**config.mk**
```make
export PLATFORM = sky130hd
export DESIGN_NAME = ps2_key_fifo_module
export DESIGN_NICKNAME = d
export VERILOG_FILES = /design/src/rtl/ps2_key_fifo_module.sv
export SDC_FILE = /design/constraint.sdc
export NUM_CORES = 1
export LEC_CHECK = 0
export BUFFER_PORTS_ARGS = -buffer_cell sky130_fd_sc_hd__buf_2
export CAP_MARGIN = 10
export CORE_ASPECT_RATIO = 1.5
export CORE_MARGIN = 1.5
export CORE_UTILIZATION = 30
export CTS_CLUSTER_DIAMETER = 50
export CTS_CLUSTER_SIZE = 30
export DETAILED_ROUTE_END_ITERATION = 10
export GPL_TIMING_DRIVEN = 0
export HOLD_SLACK_MARGIN = 0.03
export PLACE_DENSITY = 0.46
export SYNTH_ARGS = -nofsm -noshare
export SYNTH_HDL_FRONTEND = slang
export SYNTH_SLANG_ARGS = --single-unit
```
**constraint.sdc**
```tcl
create_clock -name CLK -period 4.12 [get_ports CLK]
set_input_delay 0.618 -clock CLK [delete_from_list [all_inputs] [get_ports CLK]]
set_output_delay 0.618 -clock CLK [all_outputs]
set_load 0.01 [all_outputs]
```
**src/rtl/ps2_key_fifo_module.sv**
```systemverilog
// PS/2 set-2 key event classifier, ASCII translator and event FIFO.
// Tracks the E0 prefix and Caps Lock; head entry is read through Key_Valid/Key_Read.
module ps2_key_fifo_module #(
    parameter int DEPTH = 8,
    parameter int AW    = 3
) (
    input  logic          CLK,
    input  logic          RSTn,
    input  logic [7:0]    PS2_Data,
    input  logic          PS2_Done_Sig,
    input  logic          Key_Read,
    output logic          Key_Valid,
    output logic [7:0]    Key_Code,
    output logic          Key_Ext,
    output logic [7:0]    Key_ASCII,
    output logic [AW:0]   Key_Count,
    output logic          Caps_State,
    output logic          Overflow_Sig
);

    localparam logic [AW:0] FULL_CNT = (AW+1)'(DEPTH);

    logic          ext_q, ext_d;
    logic          brk_q, brk_d;
    logic          caps_q, caps_d;
    logic          load;
    logic          cap_valid;
    logic          cap_ext;
    logic [7:0]    cap_code;
    logic [7:0]    cap_ascii;

    logic [7:0]    mem_code  [DEPTH];
    logic [7:0]    mem_ascii [DEPTH];
    logic          mem_ext   [DEPTH];
    logic [AW-1:0] wr_ptr;
    logic [AW-1:0] rd_ptr;
    logic [AW:0]   count;
    logic          ovf_q;
    logic          pop;
    logic          full;
    logic          wr_en;

    function automatic logic [7:0] ascii_of(
        input logic [7:0] code,
        input logic       ext,
        input logic       caps
    );
        logic [7:0] l;
        logic [7:0] o;
        l = 8'h00;
        o = 8'h00;
        if (ext) begin
            if (code == 8'h5A) o = 8'h0D;
        end else begin
            case (code)
                8'h1C: l = 8'h61;
                8'h32: l = 8'h62;
                8'h21: l = 8'h63;
                8'h23: l = 8'h64;
                8'h24: l = 8'h65;
                8'h2B: l = 8'h66;
                8'h34: l = 8'h67;
                8'h33: l = 8'h68;
                8'h43: l = 8'h69;
                8'h3B: l = 8'h6A;
                8'h42: l = 8'h6B;
                8'h4B: l = 8'h6C;
                8'h3A: l = 8'h6D;
                8'h31: l = 8'h6E;
                8'h44: l = 8'h6F;
                8'h4D: l = 8'h70;
                8'h15: l = 8'h71;
                8'h2D: l = 8'h72;
                8'h1B: l = 8'h73;
                8'h2C: l = 8'h74;
                8'h3C: l = 8'h75;
                8'h2A: l = 8'h76;
                8'h1D: l = 8'h77;
                8'h22: l = 8'h78;
                8'h35: l = 8'h79;
                8'h1A: l = 8'h7A;
                8'h45: o = 8'h30;
                8'h16: o = 8'h31;
                8'h1E: o = 8'h32;
                8'h26: o = 8'h33;
                8'h25: o = 8'h34;
                8'h2E: o = 8'h35;
                8'h36: o = 8'h36;
                8'h3D: o = 8'h37;
                8'h3E: o = 8'h38;
                8'h46: o = 8'h39;
                8'h29: o = 8'h20;
                8'h5A: o = 8'h0D;
                8'h66: o = 8'h08;
                8'h0D: o = 8'h09;
                8'h76: o = 8'h1B;
                default: o = 8'h00;
            endcase
            if (l != 8'h00) o = caps ? (l - 8'h20) : l;
        end
        return o;
    endfunction

    always_comb begin
        ext_d  = ext_q;
        brk_d  = brk_q;
        caps_d = caps_q;
        load   = 1'b0;
        if (PS2_Done_Sig) begin
            case (PS2_Data)
                8'hE0: ext_d = 1'b1;
                8'hF0: brk_d = 1'b1;
                8'hE1: ;
                8'h00, 8'hAA, 8'hEE, 8'hFA,
                8'hFC, 8'hFD, 8'hFE, 8'hFF: begin
                    ext_d = 1'b0;
                    brk_d = 1'b0;
                end
                default: begin
                    ext_d = 1'b0;
                    brk_d = 1'b0;
                    if (!brk_q) begin
                        load = 1'b1;
                        if (!ext_q && PS2_Data == 8'h58)
                            caps_d = ~caps_q;
                    end
                end
            endcase
        end
    end

    always_ff @(posedge CLK or negedge RSTn) begin
        if (!RSTn) begin
            ext_q     <= 1'b0;
            brk_q     <= 1'b0;
            caps_q    <= 1'b0;
            cap_valid <= 1'b0;
            cap_ext   <= 1'b0;
            cap_code  <= 8'h00;
            cap_ascii <= 8'h00;
        end else begin
            ext_q     <= ext_d;
            brk_q     <= brk_d;
            caps_q    <= caps_d;
            cap_valid <= load;
            if (load) begin
                cap_ext   <= ext_q;
                cap_code  <= PS2_Data;
                cap_ascii <= ascii_of(PS2_Data, ext_q, caps_q);
            end
        end
    end

    // A pop frees the head slot, so a full FIFO can still accept a write.
    assign full  = (count == FULL_CNT);
    assign pop   = Key_Read && (count != '0);
    assign wr_en = cap_valid && (!full || pop);

    always_ff @(posedge CLK) begin
        if (wr_en) begin
            mem_code[wr_ptr]  <= cap_code;
            mem_ascii[wr_ptr] <= cap_ascii;
            mem_ext[wr_ptr]   <= cap_ext;
        end
    end

    always_ff @(posedge CLK or negedge RSTn) begin
        if (!RSTn) begin
            wr_ptr <= '0;
            rd_ptr <= '0;
            count  <= '0;
            ovf_q  <= 1'b0;
        end else begin
            if (wr_en) wr_ptr <= wr_ptr + 1'b1;
            if (pop)   rd_ptr <= rd_ptr + 1'b1;
            if (wr_en && !pop)      count <= count + 1'b1;
            else if (pop && !wr_en) count <= count - 1'b1;
            if (cap_valid && full && !pop) ovf_q <= 1'b1;
        end
    end

    assign Key_Valid    = (count != '0);
    assign Key_Code     = Key_Valid ? mem_code[rd_ptr]  : 8'h00;
    assign Key_ASCII    = Key_Valid ? mem_ascii[rd_ptr] : 8'h00;
    assign Key_Ext      = Key_Valid ? mem_ext[rd_ptr]   : 1'b0;
    assign Key_Count    = count;
    assign Caps_State   = caps_q;
    assign Overflow_Sig = ovf_q;

endmodule
```
==> flow_summary.yaml, run 1 <==
critical_path:
  crit_buf_inv: 3
  path_class: "reg2out"
  slowest_delay_ps: 900
  start_kind: "flop"
  required_ps: 3500
  cp.arrival_ps: 3160
  path_cells: "clkbuf_1 -> buf_1 -> mux4_2 -> mux2i_1 -> nor2_1 -> buf_2"
  critPathTopFamily: "buffers and inverters"
  cp.depth: 6
  path_max_fanout: 10
  endpoint_kind: "output port"
  worstRegToRegCells: 12
  slowest_stage: "buf_1"
floorplanning:
  core.rowCount: 70
  coreArea_um2: 24520
  chipHeight_um: 196.9
  start_util_pct: 30.66
  dieArea_um2: 26040
  ios: 36
  die-width_um: 132.3
logic_synthesis:
  syn_nets: 506
  synthCells: 486
  synth-async-reset-ratio_pct: 19.05
  post_synth.cell_area_avg_um2: 15.47
  synth_edf_count: 136
  synth_flop_cell: "edfxtp_1"
  ys_seq_elements: 168
  synth_area_um2: 7518
  synth_cell_types: 58
  synth-seq-area-share_pct: 64.97
  yosysWarnings: 0
sta:
  hold_violations: 0
  rsz0062_at_grt: "false"
  worst_pin_slew_ps: 1130
  finalSetupViolCount: 0
  fin_hold_ws_ps: 250.1
  tns_ps: 0
  max_clock_freq_mhz: 264.4
  min_period_over_period_pct: 91.81
  period_minus_slack_ps: 3783
  slew_viol_final: 0
  timing.slew.headroom_pct: 24.65
  finClkSkew_ps: 10.41
place:
  place_inst: 855
  dp_hpwl_um: 13520
  io_buffers: 33
  place_congestion: 0.9024
status:
  status: "completed"
power:
  intPower_w: 0.003764
  clockPowerShare_pct: 26.8
  p_total_w: 0.005456
  p_leak_nw: 3.165
  swShare_pct: 31.01
  p_sw_w: 0.001692
  ir_drop_mv: 0.2947
  pwr-share-seq_pct: 41.3
  cellPowerDensity_nw_per_um2: 615.3
  power_frac_comb_pct: 31.9
clocking:
  ctsResizeCount: 0
  clk_pin_slew_ps: 60
  post_cts_buffers: 0
  tritoncts: "built"
  cts_buffers: 17
  clockBufferDepth: 2
  clk_latency_ps: 420
  hold_buffers: 0
  cts_root_buffer: "clkbuf_16"
  cts.sinks: 168
  htreeDepth: 4
finish:
  nFillCells: 2392
  layoutNonFillerInstCount: 887
  drive_gt1_share_pct: 25.58
  synthToLayoutAreaGrowth_pct: 17.92
  nNetsFinal: 570
  antenna_cells: 0
grt:
  overflow: 0
  grt.total_usage_pct: 15.07
  grt_pass1_wl_um: 28990
  grt_max_degree: 33
  antenna_found_initial: 0
  first_global_vias: 4749
drt:
  vias: 4412
  ant_nets: 0
  drt-initial-drc-count: 361
  drc: 0
  wire_per_inst_um: 20.98
  vias_per_cell: 4.974
  first_pass_iters: 4
  wirelength_um: 18610
worst_hold_path:
  hp-class: "in2async"
flow_run:
  drv_cap: 0
sequential cells by signal, indices dropped and copies added (netlist names):
signal and count:
Caps_State 1, Key_Count 4, Overflow_Sig 1, brk_q 1, cap_ascii 8, cap_code 8
cap_ext 1, cap_valid 1, ext_q 1, mem_ascii 64, mem_code 64, mem_ext 8
rd_ptr 3, wr_ptr 3
cells in the mapped netlist, types with 2 or more instances:
| cell | instances | share of area [%] |
|---|---|---|
| buf_2 | 6 | 0.40 |
| nor2b_1 | 3 | 0.25 |
| nand3b_1 | 4 | 0.40 |
| nor2_1 | 39 | 1.9 |
| and2_1 | 4 | 0.33 |
| dfrtp_1 | 32 | 11 |
| nor3_1 | 14 | 0.93 |
| mux2_2 | 10 | 1.5 |
| and3_1 | 2 | 0.17 |
| nand2_1 | 22 | 1.1 |
| nor4b_1 | 3 | 0.35 |
| o21ai_0 | 15 | 1.0 |
| xnor2_1 | 7 | 0.82 |
| nor4_1 | 4 | 0.33 |
| nand2b_1 | 11 | 0.92 |
| a22o_1 | 2 | 0.23 |
| o31ai_1 | 2 | 0.20 |
| buf_4 | 2 | 0.20 |
| buf_6 | 2 | 0.30 |
| buf_1 | 6 | 0.30 |
| mux2i_1 | 20 | 2.7 |
| mux4_2 | 34 | 10 |
| xor2_1 | 5 | 0.58 |
| or3b_2 | 2 | 0.23 |
| and3b_1 | 2 | 0.23 |
| inv_1 | 11 | 0.55 |
| a2111oi_0 | 3 | 0.35 |
| a22oi_1 | 3 | 0.30 |
| a21oi_1 | 9 | 0.60 |
| a211oi_1 | 5 | 0.50 |
| clkbuf_1 | 11 | 0.55 |
| nand3_1 | 8 | 0.53 |
| nand4_1 | 3 | 0.25 |
| a32o_1 | 3 | 0.40 |
| edfxtp_1 | 136 | 54 |
| a221o_1 | 4 | 0.53 |
| ha_1 | 7 | 1.2 |
| or3_1 | 3 | 0.25 |
| a31oi_1 | 3 | 0.25 |
| or4_1 | 2 | 0.20 |
| nand4b_1 | 2 | 0.23 |
| a21o_1 | 4 | 0.40 |
placed cells by master (no fill, tap or decap), drive strengths merged, types with 5 or more instances in the layout:
| master | Yosys | routed |
|---|---|---|
| buf | 16 | 61 |
| clkbuf | 11 | 35 |
| nor2 | 39 | 39 |
| nand2 | 22 | 22 |
| dfrtp | 32 | 32 |
| mux2 | 10 | 10 |
| a211oi | 5 | 5 |
| o21ai | 15 | 15 |
| mux4 | 34 | 34 |
| nand2b | 11 | 11 |
| a21oi | 9 | 9 |
| xnor2 | 7 | 7 |
| edfxtp | 136 | 136 |
| nor3 | 14 | 14 |
| inv | 11 | 11 |
| nand3 | 8 | 8 |
| xor2 | 5 | 5 |
| mux2i | 20 | 20 |
| clkinv | 1 | 9 |
| ha | 7 | 7 |
metal layers:
| layer | wire length, um | vias to the layer above | track usage (%) |
|---|---|---|---|
| met4 | 522 | 0 | 6.309 |
| met2 | 10440 | 98 | 28.25 |
| met1 | 7108 | 2247 | 16.76 |
| li1 | - | 2037 | - |
| met3 | 540 | 30 | 2.546 |
| met5 | 0 | - | 0 |
final cells by class:
class / count / area (um^2) / share of cell area, %
plain buffers: 27 / 131.4 / 1.482
clock buffers: 24 / 500.5 / 5.645
clock inverters: 8 / 47.55 / 0.5363
inverters: 12 / 45.04 / 0.5080
multi-input cells: 279 / 2489 / 28.07
flip-flops and latches: 168 / 4885 / 55.09
well taps: 324 / 405.4 / 4.572
repair buffers: 45 / 362.8 / 4.093
worst reg2reg max path, stage by stage, from the launching register on:
cell	delay (ps)
dfrtp_1	460
nor3_1	230
nand3b_1	110
and2_1	160
clkbuf_1	160
ha_1	260
inv_1	120
ha_1	240
a21o_1	170
a21oi_1	180
xnor2_1	140
nor2_1	70
xor2_1	140
cell families after synthesis:
group / synth area share, %
AO/OA/AOI/OAI: 5.692
XOR/XNOR: 1.398
adder cells (fa/ha/maj): 1.431
buffers and inverters: 2.346
flip-flops: 64.97
multiplexers: 14.35
AND/OR/NAND/NOR: 9.819
final timing paths:
| path | startpoint | end | slack (ps) |
|---|---|---|---|
| max reg2reg | Key_Count[0]$_DFFE_PN0P_ | Key_Count[3]$_DFFE_PN0P_ | 1570 |
| max | rd_ptr[0]$_DFFE_PN0N_ | Key_ASCII[3] | 340 |
| min reg2reg | Overflow_Sig$_DFFE_PN0P_ | Overflow_Sig$_DFFE_PN0P_ | 500 |
| min in group CLK | Overflow_Sig$_DFFE_PN0P_ | Overflow_Sig$_DFFE_PN0P_ | 500 |
| max in group asynchronous | RSTn | cap_ascii[7]$_DFFE_PN0P_ | 3390 |
| min | RSTn | Key_Count[3]$_DFFE_PN0P_ | 250 |
stage by stage:
| stage | util, % | instance area [um^2] | setup slack [ps] |
|---|---|---|---|
| 5_1_grt | 36.15 | 8866 | 25.47 |
| 6_report | 36.15 | 8866 | 337.3 |
| 3_5_place_dp | 33.92 | 8318 | 574.3 |
| 3_3_place_gp | 32.98 | 8089 | -262.8 |
| 4_1_cts | 36.15 | 8866 | 110.0 |
| 2_1_floorplan | - | 7518 | 1140 |
power groups by stage:
stage / combinational [W] / sequential, W / clock [W]
after global routing: 0.00192 / 0.00228 / 0.00156
after global placement: 0.00169 / 0.00228 / 0
after CTS: 0.00181 / 0.00226 / 0.00150
final: 0.00174 / 0.00226 / 0.00146
after detailed placement: 0.00181 / 0.00229 / 0
after floorplan: 0.00112 / 0.00226 / 0
Note: power is estimated with default switching activity, not from simulation.
==> run 2, diff against run 1 <==
- CORE_MARGIN: 1.5 -> default
==> run 2 against run 1 <==
  * Design area rose by 0.42%
  * Worst setup slack got worse by 6.7 ps
  * Total power increased by 2.2%
  * Register-to-register slack got worse by 20 ps
  * Critical endpoint unchanged
  * Largest power group unchanged
==> flow_summary.yaml, run 2 (synthesized netlist as in run 1, its figures left out) <==
drt:
  wirelength_um: 18680
  wl_met2_um: 10550
  wire_per_inst_um: 21.09
  vias: 4514
  drc: 0
  drt-initial-drc-count: 284
  routed.top_layer: "met4"
  first_pass_iters: 4
  route.met3.wl_um: 660
  wl_met1_um: 6913
  ant_nets: 0
  vias_per_cell: 5.095
floorplanning:
  ios: 36
  dieArea_um2: 25710
  start_util_pct: 30.66
  chipHeight_um: 195.9
  die-width_um: 131.3
  core.rowCount: 70
  coreArea_um2: 24520
clocking:
  clk_latency_ps: 420
  clk_pin_slew_ps: 60
  cts.sinks: 168
  hold_buffers: 0
  htreeDepth: 4
  cts_root_buffer: "clkbuf_16"
  clockBufferDepth: 2
  ctsResizeCount: 0
  cts_buffers: 17
  post_cts_buffers: 0
  tritoncts: "built"
finish:
  nNetsFinal: 570
  reg.largest.list: "mem_ascii: 64 flops, mem_code: 64 flops"
  antenna_cells: 0
  ff_latch_area_um2: 4885
  nFillCells: 2375
  final_cell_area_um2: 8904
  multiInputGateArea_um2: 2495
  mostFrequentLayoutCells: "edfxtp_1 (136), buf_2 (39), mux4_2 (34), nor2_1 (33), dfrtp_1 (32)"
  final_common_cell: "edfxtp_1"
  layoutNonFillerInstCount: 886
  drive_gt1_share_pct: 24.91
  synthToLayoutAreaGrowth_pct: 18.42
sta:
  hold_violations: 0
  period_minus_slack_ps: 3789
  min_period_over_period_pct: 91.98
  slew_viol_final: 0
  timing.slew.headroom_pct: 25.06
  finClkSkew_ps: 9.274
  rsz0062_at_grt: "false"
  tns_ps: 0
  finalSetupViolCount: 0
  max_clock_freq_mhz: 263.9
  worst_pin_slew_ps: 1124
critical_path:
  cp.arrival_ps: 3170
  path_class: "reg2out"
  required_ps: 3500
  start_kind: "flop"
  endpoint_kind: "output port"
  path_max_fanout: 10
power:
  swShare_pct: 30.50
  cellPowerDensity_nw_per_um2: 626.1
  intPower_w: 0.003874
  clockPowerShare_pct: 27.9
  p_leak_nw: 3.165
  ir_drop_mv: 0.2994
  pwr-share-seq_pct: 40.5
  p_sw_w: 0.001700
  power_frac_comb_pct: 31.6
worst_hold_path:
  hp-class: "in2async"
grt:
  antenna_found_initial: 0
  first_global_vias: 4793
  grt_pass1_wl_um: 28820
  overflow: 0
  grt_max_degree: 33
  grt.total_usage_pct: 15.30
place:
  placed_cell_area_um2: 8319
  io_buffers: 33
  place_congestion: 0.8659
  dp_hpwl_um: 13370
  place_inst: 854
flow_run:
  drv_cap: 0
status:
  status: "completed"
run 2: changes by cell type in the layout (fill, tap and decap cells not counted), sizes merged:
cell	previous run	this run
bufinv	0	3
clkinv	9	7
clkbuf	35	32
clkinvlp	0	1
run 2: power by group through the flow:
stage                     Clock [W]  Combinational, W  Sequential, W
final                       0.00156           0.00176        0.00226
after global routing        0.00164           0.00193        0.00229
after CTS                   0.00159           0.00181        0.00226
after detailed placement          0           0.00181        0.00229
after global placement            0           0.00169        0.00228
after floorplan                   0           0.00112        0.00226
run 2: critical path, cell delays in order, from the launching register on:
cell and delay (ps):
dfrtp_1 340, clkbuf_1 450, buf_1 890, mux4_2 610, mux2i_1 230, nor2_1 60
buf_2 160
run 2: final timing paths:
check | endpoint | startpoint | depth (start not counted) | slack, ps
min reg2reg | Overflow_Sig$_DFFE_PN0P_ | Overflow_Sig$_DFFE_PN0P_ | 1 | 490
max reg2reg | Key_Count[3]$_DFFE_PN0P_ | Key_Count[0]$_DFFE_PN0P_ | 12 | 1550
max | Key_ASCII[3] | rd_ptr[0]$_DFFE_PN0N_ | 6 | 330
max in group asynchronous | cap_code[6]$_DFFE_PN0P_ | RSTn | 1 | 3390
min | Key_Count[3]$_DFFE_PN0P_ | RSTn | 1 | 240
min in group CLK | Overflow_Sig$_DFFE_PN0P_ | Overflow_Sig$_DFFE_PN0P_ | 1 | 490
run 2: final cells by class:
| type | instances | area share [%] |
|---|---|---|
| repair buffers | 45 | 4.188 |
| clock buffers | 21 | 4.947 |
| inverters | 12 | 0.5059 |
| flip-flops and latches | 168 | 54.86 |
| plain buffers | 27 | 1.476 |
| multi-input cells | 279 | 28.02 |
| clock inverters | 10 | 1.447 |
| well taps | 324 | 4.553 |
run 2: stage by stage:
step	hold WS (ps)	power (W)	worst slack [ps]	util, %
6_report	243.6	0.005574	330.6	36.31
3_3_place_gp	457.2	0.003969	-240.9	32.98
2_1_floorplan	322.4	0.003385	1140	-
5_1_grt	303.9	0.005865	7.737	36.31
4_1_cts	259.8	0.005667	96.82	36.24
3_5_place_dp	474.0	0.004103	555.7	33.92
run 2: layer usage:
metal	global-route usage, %	vias up
met5	0	-
met2	29.04	141
li1	-	2040
met3	2.041	33
met4	8.226	0
met1	16.31	2300
==> run 3, diff against run 2 <==
--- a/config.mk
+++ b/config.mk
@@ -7,5 +7,4 @@
 export LEC_CHECK = 0
 export BUFFER_PORTS_ARGS = -buffer_cell sky130_fd_sc_hd__buf_2
-export CAP_MARGIN = 10
 export CORE_ASPECT_RATIO = 1.5
 export CORE_UTILIZATION = 30
==> constraint.sdc (replaced) <==
create_clock -name CLK -period 4.12 [get_ports CLK]
set_input_delay 0.412 -clock CLK [delete_from_list [all_inputs] [get_ports CLK]]
set_output_delay 0.412 -clock CLK [all_outputs]
set_load 0.01 [all_outputs]
==> run 3 against run 2 <==
  * Via count is essentially flat
  * Hold slack got worse by 210 ps
  * Global-route usage unchanged
  * Largest cell class unchanged
  * First-iteration DRC count fell by 0.35%
  * Critical path type unchanged
==> flow_summary.yaml, run 3 (synthesized netlist as in run 1, its figures left out) <==
sta:
  worst_pin_slew_ps: 1208
  slew_viol_final: 0
  timing.slew.headroom_pct: 19.44
  min_period_over_period_pct: 88.34
  finClkSkew_ps: 9.678
  setup_ws_ps: 480.2
  rsz0062_at_grt: "false"
  finalSetupViolCount: 0
  period_minus_slack_ps: 3640
  hold_violations: 0
  max_clock_freq_mhz: 274.7
drt:
  drt-initial-drc-count: 283
  vias_per_cell: 5.099
  wirelength_um: 18650
  drc: 0
  first_pass_iters: 5
  ant_nets: 0
  wire_per_inst_um: 21.07
  vias: 4513
clocking:
  clk_latency_ps: 420
  clk_pin_slew_ps: 70
  clockBufferDepth: 2
  cts_root_buffer: "clkbuf_16"
  hold_buffers: 0
  tritoncts: "built"
  ctsResizeCount: 0
  post_cts_buffers: 0
  cts_buffers: 17
  cts.sinks: 168
  htreeDepth: 4
floorplanning:
  coreArea_um2: 24520
  start_util_pct: 30.66
  die-width_um: 131.3
  dieArea_um2: 25710
  ios: 36
  core.rowCount: 70
  chipHeight_um: 195.9
status:
  status: "completed"
grt:
  first_global_vias: 4793
  overflow: 0
  antenna_found_initial: 0
  gr-max-usage-layer: "met2"
  grt_pass1_wl_um: 28820
  grt_max_degree: 33
  met3_usage_pct: 2.041
  met2_usage_pct: 29.04
  grt.total_usage_pct: 15.30
  grtUsageMet1_pct: 16.31
place:
  io_buffers: 33
  dp_hpwl_um: 13370
  place_congestion: 0.8659
  place_ws_ps: 761.7
power:
  p_leak_nw: 3.158
  cellPowerDensity_nw_per_um2: 625.7
  ir_drop_mv: 0.2985
critical_path:
  required_ps: 3710
  path_max_fanout: 10
  start_kind: "flop"
  path_cells: "clkbuf_1 -> buf_1 -> mux4_2 -> mux2i_1 -> nor2_1 -> buf_2"
  slowest_delay_ps: 950
  cp.arrival_ps: 3230
  endpoint_kind: "output port"
  slowest_stage: "buf_1"
  path_class: "reg2out"
  crit_buf_inv: 3
  critPathTopFamily: "buffers and inverters"
finish:
  mostFrequentLayoutCells: "edfxtp_1 (136), buf_2 (39), mux4_2 (34), nor2_1 (33), dfrtp_1 (32)"
  final_common_cell: "edfxtp_1"
  synthToLayoutAreaGrowth_pct: 18.22
  drive_gt1_share_pct: 24.78
  reg.largest.list: "mem_ascii: 64 flops, mem_code: 64 flops"
  final_core_util_pct: 36.24
  antenna_cells: 0
  nNetsFinal: 569
worst_hold_path:
  hp-class: "in2async"
flow_run:
  drv_cap: 0
run 3: per-layer routing:
metal / vias up / part of all wire [%]
li1: 2043 / -
met1: 2328 / 38
met2: 109 / 56
met3: 33 / 2.8
met4: 0 / 3.3
met5: - / 0
run 3: layout make-up:
type,count,area [um^2]
Fill cell,2376,15640
Sequential cell,168,4885
Multi-Input combinational cell,279,2495
Clock buffer,21,440.4
Tap cell,324,405.4
Timing Repair Buffer,44,357.8
Buffer,27,131.4
Clock inverter,10,128.9
Inverter,12,45.04
run 3: path summary, 6_finish.rpt:
path	start	to	slack, ps	cells past startpoint
min reg2reg	Overflow_Sig$_DFFE_PN0P_	Overflow_Sig$_DFFE_PN0P_	490	1
min	RSTn	Key_Count[0]$_DFFE_PN0P_	30	1
max reg2reg	Key_Count[0]$_DFFE_PN0P_	Key_Count[3]$_DFFE_PN0P_	1550	12
max	rd_ptr[0]$_DFFE_PN0N_	Key_ASCII[3]	480	6
min in group CLK	Key_Read	Overflow_Sig$_DFFE_PN0P_	310	3
max in group asynchronous	RSTn	cap_code[6]$_DFFE_PN0P_	3610	1
run 3: through the flow:
step	hold slack (ps)	setup TNS [ps]	power, W	cell area (um^2)	cells
2_1_floorplan	116.4	0	0.003385	7518	486
6_report	34.23	0	0.005562	8889	885
4_1_cts	53.82	0	0.005667	8889	885
5_1_grt	97.92	0	0.005848	8889	885
3_3_place_gp	457.2	-963.0	0.003969	8089	843
3_5_place_dp	474.0	0	0.004103	8319	854
run 3: where the power goes:
group	leakage, nW	switching (W)	total, W	internal (W)
Sequential	1.68	0.000136	0.00226	0.00212
Clock	0.276	0.000615	0.00156	0.000943
Combinational	1.20	0.000950	0.00175	0.000799
